$ cat src/rtl/rename_stage.sv
// Register-rename stage: RAT lookup/update plus a circular free list of physical registers.
// Renamed instruction is held in an output register with a valid/ready handshake to dispatch.
module rename_stage #(
    parameter int ARCH_REGS = 32,
    parameter int PHYS_REGS = 64,
    parameter int PREG_W    = 6
) (
    input  logic                         clk,
    input  logic                         rstn,
    input  logic                         in_valid,
    output logic                         in_ready,
    input  logic [$clog2(ARCH_REGS)-1:0] srcReg1_in,
    input  logic [$clog2(ARCH_REGS)-1:0] srcReg2_in,
    input  logic [$clog2(ARCH_REGS)-1:0] destReg_in,
    input  logic                         regWrite_in,
    output logic                         out_valid,
    input  logic                         out_ready,
    output logic [PREG_W-1:0]            psrc1_out,
    output logic [PREG_W-1:0]            psrc2_out,
    output logic [PREG_W-1:0]            pdest_out,
    output logic [PREG_W-1:0]            old_pdest_out,
    output logic                         regWrite_out,
    input  logic                         retire_valid,
    input  logic [PREG_W-1:0]            retire_preg,
    output logic [PREG_W:0]              free_count
);

    localparam int FL_DEPTH = PHYS_REGS - ARCH_REGS;
    localparam int FL_PTR_W = $clog2(FL_DEPTH);
    localparam int CNT_W    = PREG_W + 1;

    logic [PREG_W-1:0]   rat_q [ARCH_REGS];
    logic [PREG_W-1:0]   rat_d [ARCH_REGS];
    logic [PREG_W-1:0]   fl_q  [FL_DEPTH];
    logic [PREG_W-1:0]   fl_d  [FL_DEPTH];
    logic [FL_PTR_W-1:0] head_q, head_d;
    logic [FL_PTR_W-1:0] tail_q, tail_d;
    logic [CNT_W-1:0]    count_q, count_d;

    logic                out_valid_q, out_valid_d;
    logic [PREG_W-1:0]   psrc1_q, psrc1_d;
    logic [PREG_W-1:0]   psrc2_q, psrc2_d;
    logic [PREG_W-1:0]   pdest_q, pdest_d;
    logic [PREG_W-1:0]   old_pdest_q, old_pdest_d;
    logic                reg_write_q, reg_write_d;

    logic accept;
    logic alloc;
    logic push;
    logic fl_full;

    function automatic logic [FL_PTR_W-1:0] ptr_inc(input logic [FL_PTR_W-1:0] p);
        if (p == FL_PTR_W'(FL_DEPTH - 1)) begin
            return '0;
        end
        return p + FL_PTR_W'(1);
    endfunction

    // Stall depends only on the registered count, so a same-cycle retire cannot unblock an empty list.
    assign in_ready = (!out_valid_q || out_ready) && (count_q != '0);
    assign accept   = in_valid && in_ready;
    assign alloc    = accept && regWrite_in && (destReg_in != '0);
    assign fl_full  = (count_q == CNT_W'(FL_DEPTH));
    assign push     = retire_valid && (retire_preg != '0) && !(fl_full && !alloc);

    always_comb begin
        rat_d   = rat_q;
        fl_d    = fl_q;
        head_d  = head_q;
        tail_d  = tail_q;
        count_d = count_q + CNT_W'(push) - CNT_W'(alloc);

        if (alloc) begin
            rat_d[destReg_in] = fl_q[head_q];
            head_d            = ptr_inc(head_q);
        end
        // When full, tail equals head; the popped value above is the pre-write head entry.
        if (push) begin
            fl_d[tail_q] = retire_preg;
            tail_d       = ptr_inc(tail_q);
        end
        rat_d[0] = '0;
    end

    always_comb begin
        out_valid_d = out_valid_q;
        psrc1_d     = psrc1_q;
        psrc2_d     = psrc2_q;
        pdest_d     = pdest_q;
        old_pdest_d = old_pdest_q;
        reg_write_d = reg_write_q;

        if (accept) begin
            out_valid_d = 1'b1;
            psrc1_d     = rat_q[srcReg1_in];
            psrc2_d     = rat_q[srcReg2_in];
            reg_write_d = regWrite_in;
            if (alloc) begin
                pdest_d     = fl_q[head_q];
                old_pdest_d = rat_q[destReg_in];
            end else begin
                pdest_d     = '0;
                old_pdest_d = '0;
            end
        end else if (out_valid_q && out_ready) begin
            out_valid_d = 1'b0;
        end
    end

    always_ff @(posedge clk) begin
        if (!rstn) begin
            for (int i = 0; i < ARCH_REGS; i++) begin
                rat_q[i] <= PREG_W'(i);
            end
            for (int i = 0; i < FL_DEPTH; i++) begin
                fl_q[i] <= PREG_W'(ARCH_REGS + i);
            end
            head_q      <= '0;
            tail_q      <= '0;
            count_q     <= CNT_W'(FL_DEPTH);
            out_valid_q <= 1'b0;
            psrc1_q     <= '0;
            psrc2_q     <= '0;
            pdest_q     <= '0;
            old_pdest_q <= '0;
            reg_write_q <= 1'b0;
        end else begin
            rat_q       <= rat_d;
            fl_q        <= fl_d;
            head_q      <= head_d;
            tail_q      <= tail_d;
            count_q     <= count_d;
            out_valid_q <= out_valid_d;
            psrc1_q     <= psrc1_d;
            psrc2_q     <= psrc2_d;
            pdest_q     <= pdest_d;
            old_pdest_q <= old_pdest_d;
            reg_write_q <= reg_write_d;
        end
    end

    assign out_valid     = out_valid_q;
    assign psrc1_out     = psrc1_q;
    assign psrc2_out     = psrc2_q;
    assign pdest_out     = pdest_q;
    assign old_pdest_out = old_pdest_q;
    assign regWrite_out  = reg_write_q;
    assign free_count    = count_q;

endmodule

$ cat config.mk
export PLATFORM = sky130hd
export DESIGN_NAME = rename_stage
export DESIGN_NICKNAME = d
export VERILOG_FILES = /design/src/rtl/rename_stage.sv
export SDC_FILE = /design/constraint.sdc
export NUM_CORES = 1
export LEC_CHECK = 0
export BUFFER_PORTS_ARGS = -buffer_cell sky130_fd_sc_hd__buf_2
export CORE_UTILIZATION = 39
export CTS_CLUSTER_DIAMETER = 80
export DETAILED_ROUTE_END_ITERATION = 8
export GPL_ROUTABILITY_DRIVEN = 0
export PLACE_DENSITY = 0.53
export SYNTH_ARGS = -nofsm -noshare
export SYNTH_HDL_FRONTEND = slang
export SYNTH_SLANG_ARGS = --single-unit
$ cat constraint.sdc
create_clock -name clk -period 4.95 [get_ports clk]
set_clock_uncertainty 0.15 [all_clocks]
set_input_delay 0.7425 -clock clk [delete_from_list [all_inputs] [get_ports clk]]
set_output_delay 0.7425 -clock clk [all_outputs]
set_load 0.05 [all_outputs]
# After elaboration in Yosys (flattened, before gate mapping)
# Cells that the tools add are included.
# totals
mem_count,0
latch_bits,0
mem_bits_ro,0
word_cells,140
regBits,427
ramBits,0
output_inout_bits,34
# op_classes
div_mod_pow,0
reduce_logical,18
n_lt_le_gt_ge,7
muxes,30
n_mul,0
shift,0
n_bitwise,5
n_eq_ne,3
n_addsub,4
# ops
op,count
$bwmux W192,2
$bmux W6 S5,4
$mux W6,12
$demux W6 S5,2
$ge A6 B6 Y1 const B,5
$not A5 Y6,5
$mux W5,4
$lt A6 B1 Y1 const B,2
$add A5 B1 Y5 const B,2
$eq A5 B5 Y1 const B,2
$logic_and A1 B1 Y1,10
$add A7 B1 Y7,1
$eq A7 B6 Y1 const B,1
$reduce_bool A7 Y1,1
$sub A7 B1 Y7,1
$mux W1,6
$reduce_bool A6 Y1,1
$reduce_bool A5 Y1,1
$logic_not A1 Y1,3
$reduce_bool A2 Y1,1
$logic_or A1 B1 Y1,1

# Longest topological paths before layout
# depth
depth_word,12
depth_mapped,19

# Worst setup path after synthesis
# OpenSTA, ideal clock, no wires.
# synth_path
path_type,reg-to-reg
startpoint,register count_q[2] (netlist: free_count[2])
endpoint,register count_q[6] (netlist: free_count[6])
slack_ps,1186
path_stages_with_launch,20
arrival_ps,3498
path_buffers,2
cell_sequence,dfxtp_1 inv_1 ha_1 nor4b_4 a211oi_4 buf_6 nand2_1 buf_2 nor2_1 inv_1 nand2_1 ha_1 inv_1 fa_1 nand2b_1 a21oi_1 o21ai_0 a21oi_1 o21ai_0 and3_1
# synth_between
elab_chain_len,11
word_cells_on_any_way,12
classes_between,add/sub (2); eq/ne (1); reduce/logical (9)
# synth_lines
element,line,text
start: declaration,38,"logic [CNT_W-1:0] count_q, count_d;"
start signal: assignment,120,count_q <= CNT_W'(FL_DEPTH);
start signal: assignment,132,count_q <= count_d;
$reduce_bool A7 Y1,60,assign in_ready = (!out_valid_q || out_ready) && (count_q != '0);
$logic_and A1 B1 Y1,60,
$logic_and A1 B1 Y1,61,assign accept = in_valid && in_ready;
$logic_and A1 B1 Y1 (2 in a row),62,assign alloc = accept && regWrite_in && (destReg_in != '0);
$logic_not A1 Y1,64,assign push = retire_valid && (retire_preg != '0) && !(fl_full && !alloc);
$logic_and A1 B1 Y1,64,
$logic_not A1 Y1,64,
$logic_and A1 B1 Y1,64,
$add A7 B1 Y7,71,count_d = count_q + CNT_W'(push) - CNT_W'(alloc);
$sub A7 B1 Y7 (*),71,
# Every way passes the cells marked *; elsewhere a longest branch is shown, timed or not.
# A chain may end at the register's enable or synchronous reset.

# Worst setup path after layout
# Ends and elaborated chain as after synthesis.

==> impl_metrics.yaml <==
logic_synthesis:
  syn_area_mm2: 0.0217
  avgSynthCellArea_um2: 9.39
  async_reset_ff_frac: 0
  ys.flop_type: "dfxtp_1"
  synthCells: 2309
  yosys_warnings: 0
  synth-edff-count: 0
  synth_cell_types: 69
  ys_ff_latch: 421
  yosysSeqAreaShare: 0.389
  synth_nets: 2353
global_routing:
  grt_use_total: 0.246
  gr-usage-met1: 0.330
  antenna_found_initial: 0
  grt_pass1_wl_um: 108000
  grt_overflow_total: 0
  grt_max_degree: 156
  use_met2: 0.395
  grt_pass1_vias: 17500
  met3_usage: 0.0390
  globalRoute.busiestLayer: "met2"
timing:
  fin_tns_setup_ps: 0
  maxSlewViolCount: 0
  hold_violations: 0
  rsz0062_at_grt: "no"
  min_period_over_period: 0.762
  worst_pin_slew_ps: 971
  final-setup-viol-count: 0
  max_freq_mhz: 265
  period_needed_ps: 3770
  relSlewSlack: 0.353
worst_setup_path:
  critPathKind: "flop to flop"
  crit_chain: "inv_1 > ha_1 > nor4b_4 > a211oi_4 > nand2_1 > nor2_1 > inv_1 > nand2_1 > ha_1 > inv_1 > fa_1 > nand2b_1 > a21oi_1 > o21ai_0 > a21oi_1 > o21ai_0 > and3_1"
  rr_worst_depth: 17
  crit_required_ps: 5290
  slowest_delay_ps: 470
  cp_max_fo: 11
  cp_slowest_cell: "a211oi_4"
  crit_top_cell: "inv_1"
  end_kind: "flop"
  arrival_ps: 4120
  start_kind: "flop"
placement:
  dp.cells: 2935
  port-buffer-count: 60
  hpwl_um: 46500
  placed_area_mm2: 0.0221
final_layout:
  mostFrequentLayoutCells: "dfxtp_1 (419), nand3_1 (339), nand2_1 (337)"
  instances_no_fill: 3021
  area_growth_pct: 9.34
  drive_above_1_share: 0.166
  layout.nets: 2282
  postLayoutCellArea_mm2: 0.0237
  nFillCells: 5362
  num_antenna_cells: 0
  final_common_cell: "dfxtp_1"
  final_util: 0.431
route:
  wl_per_cell_um: 23.2
  drc: 0
  first_pass_iters: 8
  wl_um: 70100
  viasPerCell: 6.13
  num_vias: 18500
  drtIter0Drc: 1911
  antenna_left: 0
job:
  cap_viol_max_count: 0
clocking:
  ctsLongestPathBuffers: 3
  cts-buffers-inserted: 49
  htreeDepth: 2
  clkSlewWorstSetupHoldPaths_ps: 50
  cts_hold_buffers: 0
  cts_tree: "built"
  cts_sinks: 421
  insertion_delay_ps: 610
  cts_resized: 0
  post_cts_buffers: 0
  clock-root-buffer: "clkbuf_16"
hold_path:
  hold_depth: 2
  hold_class: "flop to flop"
power_and_ir_drop:
  ir_worst_vdd_uv: 281
  leakagePower_nw: 8.46
  p_total_mw: 8.71
  power.density_mw_per_mm2: 367
floorplanning:
  die_w_um: 238
  start_util: 0.394
  core-area_mm2: 0.0550
  dieArea_mm2: 0.0565
  die_y_um: 238
  fp-row-count: 86
  pin_count: 61
status:
  status: "finished, final reports clean"
==> logic make-up (layout without fill, tap and decap cells) <==
kind of cell    after synthesis  after routing  synth area share
simple gates                835            835             0.185
compound gates              571            571             0.163
fa+ha+maj                    17             17            0.0102
flops                       421            421             0.389
xor+xnor                      3              3           0.00121
buf+inv                     232            196            0.0541
mux                         230            230             0.198
==> per-stage QoR <==
step,worst slack [ps],hold WS [ps]
after global placement,834,280
after detailed placement,844,290
after CTS,1190,297
after floorplan,1190,274
after global routing,865,317
final,1180,294
==> path summary, 6_finish.rpt <==
check / end / startpoint / slack, ps
worst max-delay path: free_count[6] / free_count[2] / 1180
worst max register to register: free_count[6] / free_count[2] / 1180
worst min register to register: fl_q[147] / fl_q[147] / 290
worst min-delay path: fl_q[147] / fl_q[147] / 290
==> where the power goes <==
part	internal, mW	leakage (nW)	switching (mW)
Clock	2.10	0.779	1.50
Sequential	3.48	3.41	0.0875
Combinational	0.441	4.28	1.11
==> flip-flops by register name, indices dropped and copies added (netlist names) <==
register       flops
psrc1_out          6
out_valid          1
fl_q             192
regWrite_out       1
psrc2_out          6
old_pdest_out      6
free_count         7
rat_q            186
pdest_out          6
head_q             5
tail_q             5
==> final cells by class <==
class / count / area, um2 / share of cell area
Tap cell: 748 / 936 / 0.0395
Clock inverter: 13 / 148 / 0.00623
Timing Repair Buffer: 96 / 633 / 0.0267
Multi-Input combinational cell: 1656 / 12100 / 0.510
Inverter: 14 / 52.6 / 0.00222
Clock buffer: 73 / 1430 / 0.0602
Sequential cell: 421 / 8430 / 0.356
==> critical path: cells and delay by family, from the launching register on <==
kind / cells / cell delay (ps)
simple gates: 6 / 1150
compound gates: 5 / 1020
fa+ha+maj: 3 / 760
flops: 1 / 350
buf+inv: 3 / 230
==> synthesized netlist by cell type, drive strengths merged, types with 31 or more instances <==
master  instances  area (um2)
nor2           54         238
mux4          153        3500
o21ai         319        1600
nand2         337        1260
o22ai          42         269
mux2i          57         571
clkbuf        110         413
nand3         344        1750
buf           108         708
o211ai         84         681
dfxtp         421        8430
nor2b          31         194
==> routing by layer <==
metal,up-vias,wire length (um)
met5,-,0
li1,8504,-
met3,137,5200
met2,823,32500
met1,9049,29700
met4,0,2730
Power figures use the tool's default switching activity.
